**src/rtl/axi_mem_master_if.sv**
```systemverilog
// AXI4 bus bundle shared by axi_mem_master and its slave.
// Master drives addresses, write data and response readies.
interface AXI_BUS #(
    parameter int unsigned AXI_ADDR_WIDTH = 64,
    parameter int unsigned AXI_DATA_WIDTH = 64,
    parameter int unsigned AXI_ID_WIDTH   = 4,
    parameter int unsigned AXI_USER_WIDTH = 4
);
    localparam int unsigned AXI_STRB_WIDTH = AXI_DATA_WIDTH / 8;

    logic [AXI_ID_WIDTH-1:0]   aw_id;
    logic [AXI_ADDR_WIDTH-1:0] aw_addr;
    logic [7:0]                aw_len;
    logic [2:0]                aw_size;
    logic [1:0]                aw_burst;
    logic                      aw_lock;
    logic [3:0]                aw_cache;
    logic [2:0]                aw_prot;
    logic [3:0]                aw_qos;
    logic [3:0]                aw_region;
    logic [AXI_USER_WIDTH-1:0] aw_user;
    logic                      aw_valid;
    logic                      aw_ready;

    logic [AXI_DATA_WIDTH-1:0] w_data;
    logic [AXI_STRB_WIDTH-1:0] w_strb;
    logic                      w_last;
    logic [AXI_USER_WIDTH-1:0] w_user;
    logic                      w_valid;
    logic                      w_ready;

    logic [AXI_ID_WIDTH-1:0]   b_id;
    logic [1:0]                b_resp;
    logic [AXI_USER_WIDTH-1:0] b_user;
    logic                      b_valid;
    logic                      b_ready;

    logic [AXI_ID_WIDTH-1:0]   ar_id;
    logic [AXI_ADDR_WIDTH-1:0] ar_addr;
    logic [7:0]                ar_len;
    logic [2:0]                ar_size;
    logic [1:0]                ar_burst;
    logic                      ar_lock;
    logic [3:0]                ar_cache;
    logic [2:0]                ar_prot;
    logic [3:0]                ar_qos;
    logic [3:0]                ar_region;
    logic [AXI_USER_WIDTH-1:0] ar_user;
    logic                      ar_valid;
    logic                      ar_ready;

    logic [AXI_ID_WIDTH-1:0]   r_id;
    logic [AXI_DATA_WIDTH-1:0] r_data;
    logic [1:0]                r_resp;
    logic                      r_last;
    logic [AXI_USER_WIDTH-1:0] r_user;
    logic                      r_valid;
    logic                      r_ready;

    modport Master (
        output aw_id, aw_addr, aw_len, aw_size, aw_burst, aw_lock, aw_cache, aw_prot,
               aw_qos, aw_region, aw_user, aw_valid,
        input  aw_ready,
        output w_data, w_strb, w_last, w_user, w_valid,
        input  w_ready,
        input  b_id, b_resp, b_user, b_valid,
        output b_ready,
        output ar_id, ar_addr, ar_len, ar_size, ar_burst, ar_lock, ar_cache, ar_prot,
               ar_qos, ar_region, ar_user, ar_valid,
        input  ar_ready,
        input  r_id, r_data, r_resp, r_last, r_user, r_valid,
        output r_ready
    );

    modport Slave (
        input  aw_id, aw_addr, aw_len, aw_size, aw_burst, aw_lock, aw_cache, aw_prot,
               aw_qos, aw_region, aw_user, aw_valid,
        output aw_ready,
        input  w_data, w_strb, w_last, w_user, w_valid,
        output w_ready,
        output b_id, b_resp, b_user, b_valid,
        input  b_ready,
        input  ar_id, ar_addr, ar_len, ar_size, ar_burst, ar_lock, ar_cache, ar_prot,
               ar_qos, ar_region, ar_user, ar_valid,
        output ar_ready,
        output r_id, r_data, r_resp, r_last, r_user, r_valid,
        input  r_ready
    );
endinterface

```
**src/rtl/axi_mem_master.sv**
```systemverilog
// Single-outstanding AXI4 burst master: one read or write INCR burst per command.
// Optional AXI_MEM_MASTER_ERR_EN adds sticky response/last-beat error detection on err_o.
module axi_mem_master #(
    parameter int unsigned AXI_ADDR_WIDTH = 64,
    parameter int unsigned AXI_DATA_WIDTH = 64,
    parameter int unsigned AXI_ID_WIDTH   = 4,
    parameter int unsigned AXI_USER_WIDTH = 4,
    parameter int unsigned MASTER_ID      = 0
) (
    input  logic                        clk_i,
    input  logic                        rst_ni,
    input  logic                        cmd_valid_i,
    output logic                        cmd_ready_o,
    input  logic                        cmd_write_i,
    input  logic [AXI_ADDR_WIDTH-1:0]   cmd_addr_i,
    input  logic [7:0]                  cmd_len_i,
    input  logic [AXI_DATA_WIDTH-1:0]   wdata_i,
    input  logic [AXI_DATA_WIDTH/8-1:0] wstrb_i,
    input  logic                        wvalid_i,
    output logic                        wready_o,
    output logic [AXI_DATA_WIDTH-1:0]   rdata_o,
    output logic                        rlast_o,
    output logic                        rvalid_o,
    input  logic                        rready_i,
    output logic                        done_o,
    output logic                        busy_o,
    output logic                        err_o,
    AXI_BUS.Master                      axi
);

    localparam int unsigned STRB_W   = AXI_DATA_WIDTH / 8;
    localparam int unsigned ADDR_LSB = $clog2(STRB_W);
    localparam logic [2:0]  AX_SIZE  = 3'(ADDR_LSB);
    localparam logic [1:0]  BURST_INCR = 2'b01;
    localparam logic [AXI_ADDR_WIDTH-1:0] ADDR_MASK = ~(AXI_ADDR_WIDTH'(STRB_W - 1));

    typedef enum logic [2:0] {IDLE, AR, R, AW, W, B} state_e;

    state_e                    state_q;
    logic [AXI_ADDR_WIDTH-1:0] addr_q;
    logic [7:0]                len_q;
    logic [7:0]                beat_q;
    logic                      ar_valid_q;
    logic                      aw_valid_q;
    logic                      b_ready_q;
    logic                      done_q;

    logic [AXI_ADDR_WIDTH-1:0] cmd_addr_aligned;
    logic                      in_r, in_w;
    logic                      r_hs, w_hs, w_last;

    assign cmd_addr_aligned = cmd_addr_i & ADDR_MASK;
    assign in_r   = (state_q == R);
    assign in_w   = (state_q == W);
    assign r_hs   = in_r && axi.r_valid && rready_i;
    assign w_hs   = in_w && wvalid_i && axi.w_ready;
    assign w_last = (beat_q == len_q);

    always_ff @(posedge clk_i or negedge rst_ni) begin
        if (!rst_ni) begin
            state_q    <= IDLE;
            addr_q     <= '0;
            len_q      <= '0;
            beat_q     <= '0;
            ar_valid_q <= 1'b0;
            aw_valid_q <= 1'b0;
            b_ready_q  <= 1'b0;
            done_q     <= 1'b0;
        end else begin
            done_q <= 1'b0;
            unique case (state_q)
                IDLE: begin
                    if (cmd_valid_i) begin
                        addr_q <= cmd_addr_aligned;
                        len_q  <= cmd_len_i;
                        if (cmd_write_i) begin
                            state_q    <= AW;
                            aw_valid_q <= 1'b1;
                        end else begin
                            state_q    <= AR;
                            ar_valid_q <= 1'b1;
                        end
                    end
                end
                AR: begin
                    if (axi.ar_ready) begin
                        ar_valid_q <= 1'b0;
                        state_q    <= R;
                    end
                end
                R: begin
                    if (r_hs && axi.r_last) begin
                        state_q <= IDLE;
                        done_q  <= 1'b1;
                    end
                end
                AW: begin
                    if (axi.aw_ready) begin
                        aw_valid_q <= 1'b0;
                        state_q    <= W;
                    end
                end
                W: begin
                    if (w_hs) begin
                        if (w_last) begin
                            beat_q    <= '0;
                            b_ready_q <= 1'b1;
                            state_q   <= B;
                        end else begin
                            beat_q <= beat_q + 8'd1;
                        end
                    end
                end
                B: begin
                    if (axi.b_valid) begin
                        b_ready_q <= 1'b0;
                        state_q   <= IDLE;
                        done_q    <= 1'b1;
                    end
                end
                default: state_q <= IDLE;
            endcase
        end
    end

    assign cmd_ready_o = (state_q == IDLE);
    assign busy_o      = (state_q != IDLE);
    assign done_o      = done_q;

    assign axi.ar_valid  = ar_valid_q;
    assign axi.ar_addr   = addr_q;
    assign axi.ar_len    = len_q;
    assign axi.ar_size   = AX_SIZE;
    assign axi.ar_burst  = BURST_INCR;
    assign axi.ar_id     = AXI_ID_WIDTH'(MASTER_ID);
    assign axi.ar_lock   = 1'b0;
    assign axi.ar_cache  = '0;
    assign axi.ar_prot   = '0;
    assign axi.ar_qos    = '0;
    assign axi.ar_region = '0;
    assign axi.ar_user   = '0;

    assign axi.aw_valid  = aw_valid_q;
    assign axi.aw_addr   = addr_q;
    assign axi.aw_len    = len_q;
    assign axi.aw_size   = AX_SIZE;
    assign axi.aw_burst  = BURST_INCR;
    assign axi.aw_id     = AXI_ID_WIDTH'(MASTER_ID);
    assign axi.aw_lock   = 1'b0;
    assign axi.aw_cache  = '0;
    assign axi.aw_prot   = '0;
    assign axi.aw_qos    = '0;
    assign axi.aw_region = '0;
    assign axi.aw_user   = '0;

    // Data beats pass straight through; only the handshake qualifiers are gated by state.
    assign axi.w_valid = in_w && wvalid_i;
    assign axi.w_data  = wdata_i;
    assign axi.w_strb  = wstrb_i;
    assign axi.w_last  = in_w && w_last;
    assign axi.w_user  = '0;
    assign wready_o    = in_w && axi.w_ready;

    assign axi.b_ready = b_ready_q;

    assign rdata_o     = axi.r_data;
    assign rlast_o     = in_r && axi.r_last;
    assign rvalid_o    = in_r && axi.r_valid;
    assign axi.r_ready = in_r && rready_i;

`ifdef AXI_MEM_MASTER_ERR_EN
    logic [7:0] rbeat_q;
    logic       err_q;

    always_ff @(posedge clk_i or negedge rst_ni) begin
        if (!rst_ni) begin
            rbeat_q <= '0;
            err_q   <= 1'b0;
        end else begin
            if (r_hs) begin
                rbeat_q <= axi.r_last ? 8'd0 : rbeat_q + 8'd1;
                if ((axi.r_resp != 2'b00) || (axi.r_last && (rbeat_q != len_q)))
                    err_q <= 1'b1;
            end
            if ((state_q == B) && axi.b_valid && (axi.b_resp != 2'b00))
                err_q <= 1'b1;
        end
    end

    assign err_o = err_q;

    logic unused_ok;
    assign unused_ok = ^{axi.b_id, axi.b_user, axi.r_id, axi.r_user};
`else
    assign err_o = 1'b0;

    logic unused_ok;
    assign unused_ok = ^{axi.b_id, axi.b_user, axi.b_resp, axi.r_id, axi.r_user, axi.r_resp};
`endif

`ifndef SYNTHESIS
    // A burst must end at or before the next 4 KiB page start.
    logic [23:0] burst_end;
    assign burst_end = 24'(cmd_addr_aligned[11:0]) + ((24'(cmd_len_i) + 24'd1) << ADDR_LSB);

    always_ff @(posedge clk_i) begin
        if (rst_ni && cmd_valid_i && cmd_ready_o)
            assert (burst_end <= 24'd4096);
    end
`endif

endmodule

```
**src/flat_wrapper.sv**
```systemverilog
// flat-port wrapper written by rule: the top's interface ports become plain ports
module axi_mem_master_flat 
#(
    parameter int unsigned AXI_ADDR_WIDTH = 64,
    parameter int unsigned AXI_DATA_WIDTH = 64,
    parameter int unsigned AXI_ID_WIDTH   = 4,
    parameter int unsigned AXI_USER_WIDTH = 4,
    parameter int unsigned MASTER_ID      = 0
)
  (clk_i, rst_ni, cmd_valid_i, cmd_ready_o, cmd_write_i, cmd_addr_i, cmd_len_i, wdata_i, wstrb_i, wvalid_i, wready_o, rdata_o, rlast_o, rvalid_o, rready_i, done_o, busy_o, err_o, axi_aw_id, axi_aw_addr, axi_aw_len, axi_aw_size, axi_aw_burst, axi_aw_lock, axi_aw_cache, axi_aw_prot, axi_aw_qos, axi_aw_region, axi_aw_user, axi_aw_valid, axi_aw_ready, axi_w_data, axi_w_strb, axi_w_last, axi_w_user, axi_w_valid, axi_w_ready, axi_b_id, axi_b_resp, axi_b_user, axi_b_valid, axi_b_ready, axi_ar_id, axi_ar_addr, axi_ar_len, axi_ar_size, axi_ar_burst, axi_ar_lock, axi_ar_cache, axi_ar_prot, axi_ar_qos, axi_ar_region, axi_ar_user, axi_ar_valid, axi_ar_ready, axi_r_id, axi_r_data, axi_r_resp, axi_r_last, axi_r_user, axi_r_valid, axi_r_ready);
  AXI_BUS #(.AXI_ADDR_WIDTH(AXI_ADDR_WIDTH), .AXI_DATA_WIDTH(AXI_DATA_WIDTH), .AXI_ID_WIDTH(AXI_ID_WIDTH), .AXI_USER_WIDTH(AXI_USER_WIDTH)) axi_i ();
  input  logic clk_i;
  input  logic rst_ni;
  input  logic cmd_valid_i;
  output logic cmd_ready_o;
  input  logic cmd_write_i;
  input  logic [AXI_ADDR_WIDTH-1:0] cmd_addr_i;
  input  logic [7:0] cmd_len_i;
  input  logic [AXI_DATA_WIDTH-1:0] wdata_i;
  input  logic [AXI_DATA_WIDTH/8-1:0] wstrb_i;
  input  logic wvalid_i;
  output logic wready_o;
  output logic [AXI_DATA_WIDTH-1:0] rdata_o;
  output logic rlast_o;
  output logic rvalid_o;
  input  logic rready_i;
  output logic done_o;
  output logic busy_o;
  output logic err_o;
  output wire logic [$bits(axi_i.aw_id)-1:0] axi_aw_id;
  output wire logic [$bits(axi_i.aw_addr)-1:0] axi_aw_addr;
  output wire logic [$bits(axi_i.aw_len)-1:0] axi_aw_len;
  output wire logic [$bits(axi_i.aw_size)-1:0] axi_aw_size;
  output wire logic [$bits(axi_i.aw_burst)-1:0] axi_aw_burst;
  output wire logic [$bits(axi_i.aw_lock)-1:0] axi_aw_lock;
  output wire logic [$bits(axi_i.aw_cache)-1:0] axi_aw_cache;
  output wire logic [$bits(axi_i.aw_prot)-1:0] axi_aw_prot;
  output wire logic [$bits(axi_i.aw_qos)-1:0] axi_aw_qos;
  output wire logic [$bits(axi_i.aw_region)-1:0] axi_aw_region;
  output wire logic [$bits(axi_i.aw_user)-1:0] axi_aw_user;
  output wire logic [$bits(axi_i.aw_valid)-1:0] axi_aw_valid;
  input wire logic [$bits(axi_i.aw_ready)-1:0] axi_aw_ready;
  output wire logic [$bits(axi_i.w_data)-1:0] axi_w_data;
  output wire logic [$bits(axi_i.w_strb)-1:0] axi_w_strb;
  output wire logic [$bits(axi_i.w_last)-1:0] axi_w_last;
  output wire logic [$bits(axi_i.w_user)-1:0] axi_w_user;
  output wire logic [$bits(axi_i.w_valid)-1:0] axi_w_valid;
  input wire logic [$bits(axi_i.w_ready)-1:0] axi_w_ready;
  input wire logic [$bits(axi_i.b_id)-1:0] axi_b_id;
  input wire logic [$bits(axi_i.b_resp)-1:0] axi_b_resp;
  input wire logic [$bits(axi_i.b_user)-1:0] axi_b_user;
  input wire logic [$bits(axi_i.b_valid)-1:0] axi_b_valid;
  output wire logic [$bits(axi_i.b_ready)-1:0] axi_b_ready;
  output wire logic [$bits(axi_i.ar_id)-1:0] axi_ar_id;
  output wire logic [$bits(axi_i.ar_addr)-1:0] axi_ar_addr;
  output wire logic [$bits(axi_i.ar_len)-1:0] axi_ar_len;
  output wire logic [$bits(axi_i.ar_size)-1:0] axi_ar_size;
  output wire logic [$bits(axi_i.ar_burst)-1:0] axi_ar_burst;
  output wire logic [$bits(axi_i.ar_lock)-1:0] axi_ar_lock;
  output wire logic [$bits(axi_i.ar_cache)-1:0] axi_ar_cache;
  output wire logic [$bits(axi_i.ar_prot)-1:0] axi_ar_prot;
  output wire logic [$bits(axi_i.ar_qos)-1:0] axi_ar_qos;
  output wire logic [$bits(axi_i.ar_region)-1:0] axi_ar_region;
  output wire logic [$bits(axi_i.ar_user)-1:0] axi_ar_user;
  output wire logic [$bits(axi_i.ar_valid)-1:0] axi_ar_valid;
  input wire logic [$bits(axi_i.ar_ready)-1:0] axi_ar_ready;
  input wire logic [$bits(axi_i.r_id)-1:0] axi_r_id;
  input wire logic [$bits(axi_i.r_data)-1:0] axi_r_data;
  input wire logic [$bits(axi_i.r_resp)-1:0] axi_r_resp;
  input wire logic [$bits(axi_i.r_last)-1:0] axi_r_last;
  input wire logic [$bits(axi_i.r_user)-1:0] axi_r_user;
  input wire logic [$bits(axi_i.r_valid)-1:0] axi_r_valid;
  output wire logic [$bits(axi_i.r_ready)-1:0] axi_r_ready;
  assign axi_aw_id = axi_i.aw_id;
  assign axi_aw_addr = axi_i.aw_addr;
  assign axi_aw_len = axi_i.aw_len;
  assign axi_aw_size = axi_i.aw_size;
  assign axi_aw_burst = axi_i.aw_burst;
  assign axi_aw_lock = axi_i.aw_lock;
  assign axi_aw_cache = axi_i.aw_cache;
  assign axi_aw_prot = axi_i.aw_prot;
  assign axi_aw_qos = axi_i.aw_qos;
  assign axi_aw_region = axi_i.aw_region;
  assign axi_aw_user = axi_i.aw_user;
  assign axi_aw_valid = axi_i.aw_valid;
  assign axi_i.aw_ready = axi_aw_ready;
  assign axi_w_data = axi_i.w_data;
  assign axi_w_strb = axi_i.w_strb;
  assign axi_w_last = axi_i.w_last;
  assign axi_w_user = axi_i.w_user;
  assign axi_w_valid = axi_i.w_valid;
  assign axi_i.w_ready = axi_w_ready;
  assign axi_i.b_id = axi_b_id;
  assign axi_i.b_resp = axi_b_resp;
  assign axi_i.b_user = axi_b_user;
  assign axi_i.b_valid = axi_b_valid;
  assign axi_b_ready = axi_i.b_ready;
  assign axi_ar_id = axi_i.ar_id;
  assign axi_ar_addr = axi_i.ar_addr;
  assign axi_ar_len = axi_i.ar_len;
  assign axi_ar_size = axi_i.ar_size;
  assign axi_ar_burst = axi_i.ar_burst;
  assign axi_ar_lock = axi_i.ar_lock;
  assign axi_ar_cache = axi_i.ar_cache;
  assign axi_ar_prot = axi_i.ar_prot;
  assign axi_ar_qos = axi_i.ar_qos;
  assign axi_ar_region = axi_i.ar_region;
  assign axi_ar_user = axi_i.ar_user;
  assign axi_ar_valid = axi_i.ar_valid;
  assign axi_i.ar_ready = axi_ar_ready;
  assign axi_i.r_id = axi_r_id;
  assign axi_i.r_data = axi_r_data;
  assign axi_i.r_resp = axi_r_resp;
  assign axi_i.r_last = axi_r_last;
  assign axi_i.r_user = axi_r_user;
  assign axi_i.r_valid = axi_r_valid;
  assign axi_r_ready = axi_i.r_ready;
  axi_mem_master #(.AXI_ADDR_WIDTH(AXI_ADDR_WIDTH), .AXI_DATA_WIDTH(AXI_DATA_WIDTH), .AXI_ID_WIDTH(AXI_ID_WIDTH), .AXI_USER_WIDTH(AXI_USER_WIDTH), .MASTER_ID(MASTER_ID)) u_core (.clk_i(clk_i), .rst_ni(rst_ni), .cmd_valid_i(cmd_valid_i), .cmd_ready_o(cmd_ready_o), .cmd_write_i(cmd_write_i), .cmd_addr_i(cmd_addr_i), .cmd_len_i(cmd_len_i), .wdata_i(wdata_i), .wstrb_i(wstrb_i), .wvalid_i(wvalid_i), .wready_o(wready_o), .rdata_o(rdata_o), .rlast_o(rlast_o), .rvalid_o(rvalid_o), .rready_i(rready_i), .done_o(done_o), .busy_o(busy_o), .err_o(err_o), .axi(axi_i));
endmodule
```
**config.mk**
```make
export PLATFORM = sky130hd
export DESIGN_NAME = axi_mem_master_flat
export DESIGN_NICKNAME = d
export VERILOG_FILES = /design/src/rtl/axi_mem_master_if.sv /design/src/rtl/axi_mem_master.sv /design/src/flat_wrapper.sv
export SDC_FILE = /design/constraint.sdc
export NUM_CORES = 1
export LEC_CHECK = 0
export BUFFER_PORTS_ARGS = -buffer_cell sky130_fd_sc_hd__buf_4
export CORE_AREA = 2 2 232 234
export CTS_CLUSTER_DIAMETER = 60
export DETAILED_ROUTE_END_ITERATION = 7
export DIE_AREA = 0 0 234 236
export PLACE_DENSITY_LB_ADDON = 0.25
export SYNTH_ARGS = -nofsm -noshare
export SYNTH_HDL_FRONTEND = slang
export SYNTH_SLANG_ARGS = --single-unit
export TNS_END_PERCENT = 100
```
**constraint.sdc**
```tcl
create_clock -name clk_i -period 1.5 [get_ports clk_i]
set_input_delay 0.3 -clock clk_i [delete_from_list [all_inputs] [get_ports clk_i]]
set_output_delay 0.3 -clock clk_i [all_outputs]
set_load 0.02 [all_outputs]
```
-- Yosys cells after proc, flatten, opt, wreduce, memory -nomap -nowiden
Index checks and enable logic that the tools add are counted.
- flip-flop bits (word level): 84
- input port bits: 240
- output and inout bits: 355
- word-level logic and storage cells: 69
- $add $sub $neg: 1
- equal/unequal tests: 15
- multiplexer cells: 25
- reductions and logical operators: 20
- operators by type and width (cell ; count):
    3-bit 2-to-1 mux ; 7
    3-bit one-hot mux with 6 select lines ; 1
    2-bit != test, second input constant ; 8
    4-bit AND reduction ; 3
    1-bit 2-to-1 mux ; 11
    1-bit logical AND ; 9
    8-bit by 1-bit adder with 8-bit output, second input constant ; 1
    8-bit == test ; 1
    8-bit 2-to-1 mux ; 1
    1-bit one-hot mux with 2 select lines ; 4
    7-bit AND reduction ; 1
    3-bit by 2-bit == test with 1-bit output, second input constant ; 2
    3-bit == test, second input constant ; 2
    2-bit nonzero test ; 3
    2-bit AND reduction ; 2
    3-bit by 1-bit == test with 1-bit output, second input constant ; 1
    3-bit logical NOT ; 1
    3-bit nonzero test ; 1
    2-bit 2-to-1 mux ; 1
    2-bit by 1-bit != test with 1-bit output, second input constant ; 1

-- Longest topological paths before layout
- word-level depth: 6
- gate-level depth with buffers: 7
- depth with buffers taken out: 5

-- Worst setup path before layout
OpenSTA, ideal clock, no wires.
- path kind: flip-flop to output port
- start: reg u_core.state_q[0]
- end: out busy_o
- arrival: 1.370 ns
- required time: 1.200 ns
- slack: -0.170 ns
- stages on the path, launching flop included: 4
- path buffers: 1
- cell sequence: dfrtp_1 clkbuf_1 nor3_1 inv_1
- cells in the longest elaborated chain, start to end: 1
- ends and longest elaborated chain (element ; RTL line ; text):
    from (decl) ; axi_mem_master.sv:39 ; state_e state_q;
    from (signal assigned) ; axi_mem_master.sv:61 ; state_q <= IDLE;
    from (signal assigned) ; axi_mem_master.sv:77 ; state_q <= AW;
    from (signal assigned) ; axi_mem_master.sv:80 ; state_q <= AR;
    3-bit nonzero test ; axi_mem_master.sv:127 ; assign busy_o = (state_q != IDLE);
    to (decl) ; flat_wrapper.sv:28 ; output logic busy_o;
Every way passes these cells.

-- Worst setup path after layout
- start: reg u_core.beat_q[6]
- end: out axi_w_last
- cells in the longest elaborated chain, start to end: 2
- ends and longest elaborated chain (element ; RTL line ; text):
    from (decl) ; axi_mem_master.sv:42 ; logic [7:0] beat_q;
    from (signal assigned) ; axi_mem_master.sv:110 ; beat_q <= beat_q + 8'd1;
    8-bit == test ; axi_mem_master.sv:57 ; assign w_last = (beat_q == len_q);
    1-bit logical AND ; axi_mem_master.sv:160 ; assign axi.w_last = in_w && w_last;
    to (decl) ; flat_wrapper.sv:45 ; output wire logic [$bits(axi_i.w_last)-1:0] axi_w_last;
Every way passes these cells.

==> results_dict.tcl <==
set metrics [dict create \
    status "complete, but fails checks" \
    violations "negative setup slack" \
    initial_core_util_pct 10.51 \
    netlist_area_sq_um 5578 \
    powerDensity_nw_per_um2 2264 \
    cts_buffer_depth 2 \
    grt_pass1_wl_um 25020 \
    min_path_type "in -> reg" \
    yosysTopAreaCellShare_pct 37.69 \
    critPathSlowestCell "dfrtp_1" \
    vias_per_cell 2.772 \
    die_w_um 234 \
    ys_seq_area_share_pct 37.69 \
    tritoncts "yes" \
    dp_hpwl_um 12520 \
    cpPeakStageDelay_ns 0.39 \
    setup_viol 85 \
    vias 3673 \
    rsz0062_at_grt "true" \
    critPathRequiredTime_ns 1.20 \
    finalClockSkew_ns 0.01017 \
    cts_sinks 84 \
    final.period_utilization_pct 129.0 \
    antenna_found_initial 0 \
    core_sq_um 53070 \
    syn_area_per_cell_sq_um 10.50 \
    finalWorstSetupSlack_ns -0.4343 \
    clk_pin_slew_ns 0.07 \
    synthTopCellsByCount "buf_4, dfrtp_1, mux2_2" \
    worstPathMaxFanout 2 \
    io_buffers 230 \
    cp-end-kind "output pin" \
    place_congestion 0.6564 \
    timing.rr.start "u_core.state_q[2]$_DFFE_PN0P_" \
    synthDistinctLibCells 33 \
    drv_slew 0 \
    rows 85 \
    area_growth_pct 42.06 \
    max_freq_mhz 517.0 \
    synth-main-ff-cell "dfrtp_1" \
    drive_gt1_share_pct 66.61 \
    wire_per_inst_um 14.06 \
    grt_usage_pct 6.590 \
    clk-insertion-delay-late_ns 0.37 \
    drv_cap 0 \
    ant_nets 0 \
    worstPathCellList "xor2_1 > nor4_2 > buf_4 > and3_4 > buf_6" \
    crit_type "reg -> out" \
    placed_cells_incl_taps 1279 \
    relSlewSlack_pct 57.42 \
    yosys_register_bits 84 \
    period_needed_ns 1.934 \
    yosysTopAreaCell "dfrtp_1" \
    wl_um 18620 \
    p_leak_uw 0.003709 \
    cp-start-kind "flip-flop" \
    hold_violations 0 \
    grt_overflow 0 \
    instances_no_fill 1325 \
    numCtsBuffers 9 \
    synthCells 531 \
    dieHeight_um 236 \
    crit_path_start "u_core.beat_q[6]$_DFFE_PN0P_" \
    synth.area.top_cells "dfrtp_1, buf_4, mux2_2, mux2_4, xor2_1" \
    grt_pass1_vias 3567 \
    ios 595 \
    max_slew.worst_pin.slew_ns 0.6387 \
    grt_max_degree 85 \
    synthArstFlopShare_pct 100.0 \
    dieArea_sq_um 55220 \
    timing.critical_path.buf_inv 2 \
    drtIter0Drc 107 \
    nets 865 \
    synth_edf_count 0 \
    max-vdd-ir-drop_mv 0.8323 \
    min_from "cmd_len_i[6]" \
    synth_most_common_cell "buf_4" \
    cp_top_family "simple AND/OR/NAND/NOR gates" \
    p_total_uw 17940 \
    ys.warnings.count 0 \
    n_antenna_cell 0 \
    cp.arrival_ns 1.63 \
    h-tree-depth 3 \
    drt_drc_violations_left 0 \
    clock_tree.root_cell "clkbuf_16" \
    drt-pass1-iter-count 4 \
]
==> metrics by stage <==
step	area (sq um)	hold slack (ns)	setup slack (ns)	setup TNS [ns]	util [%]
2_1_floorplan	5887	0.004409	-0.09826	-0.7830	-
3_3_place_gp	6701	0.3963	-0.1810	-5.423	12.63
3_5_place_dp	6701	0.3951	-0.2057	-6.081	12.63
4_1_cts	7959	0.1015	-0.5277	-17.34	15.00
5_1_grt	7924	0.1184	-0.5762	-18.69	14.93
6_report	7924	0.1492	-0.4343	-12.82	14.93
==> metal layers <==
layer | track usage, % | vias up | routed length [um]
met1 | 6.254 | 1759 | 6242
met5 | 0 | - | 0
met2 | 11.29 | 278 | 9473
met3 | 3.409 | 63 | 2098
met4 | 3.836 | 0 | 810
li1 | - | 1573 | -
==> area by class of cell <==
| type | count | area (sq um) |
|---|---|---|
| Sequential cell | 84 | 2111 |
| Fill cell | 5959 | 45150 |
| Multi-Input combinational cell | 225 | 1993 |
| Tap cell | 696 | 870.8 |
| Timing Repair Buffer | 298 | 2643 |
| Clock buffer | 13 | 260.3 |
| Inverter | 6 | 25.02 |
| Clock inverter | 3 | 21.27 |
==> final timing paths <==
kind                                                      endpoint  slack, ns  cells past startpoint
worst max-delay path                                    axi_w_last      -0.43                      5
worst min-delay path              u_core.axi.ar_len[6]$_DFFE_PN0P_       0.15                      2
worst max register to register  u_core.axi.ar_addr[52]$_DFFE_PN0P_      -0.22                      8
worst min register to register     u_core.axi.ar_valid$_DFFE_PN0P_       0.51                      2
max in group asynchronous         u_core.axi.ar_len[0]$_DFFE_PN0P_       0.45                      3
min in group asynchronous       u_core.axi.ar_addr[25]$_DFFE_PN0P_       0.46                      3
==> power breakdown <==
part / switching [uW] / internal, uW
Combinational: 5390 / 5920
Clock: 1090 / 1220
Sequential: 967 / 3360
==> flip-flops by register name, indices dropped and copies added (netlist names) <==
register / flops
u_core.axi.ar_valid: 1
u_core.axi.ar_addr: 61
u_core.beat_q: 8
u_core.done_o: 1
u_core.axi.ar_len: 8
u_core.state_q: 3
u_core.axi.b_ready: 1
u_core.axi.aw_valid: 1
==> what timing repair did <==
| action | 4_1_cts | 5_1_grt |
|---|---|---|
| pin swaps | 22 | 9 |
| gates resized for setup | 133 | 9 |
| hold buffers | 1 | 0 |
| setup buffers | 18 | 9 |
| cloned | 11 | 0 |
| endpoints found under the setup margin | 84 | 89 |
| hold endpoints to repair | 77 | 0 |
==> cells by family after synthesis <==
logic type                 share of synthesized area [%]
xor gates and xnor gates                           1.256
and+or+nand+nor                                    4.621
adders and majority gates                         0.2243
buffers and inverters                              38.38
AOI/OAI and AO/OA                                  3.096
muxes                                              14.60
other                                             0.1346
DFF                                                37.69
==> layout by cell type (no fill, tap or decap), types with 6 or more instances in the layout <==
master / Yosys / layout
buf_12: 0 / 11
buf_4: 274 / 251
nand2_1: 18 / 16
mux2_4: 10 / 69
dfrtp_2: 0 / 7
conb_1: 2 / 69
clkbuf_16: 0 / 9
xor2_1: 8 / 7
dfrtp_1: 84 / 77
buf_6: 2 / 26
and2_4: 0 / 6
buf_16: 0 / 8
(Power assumes the default switching activity.)
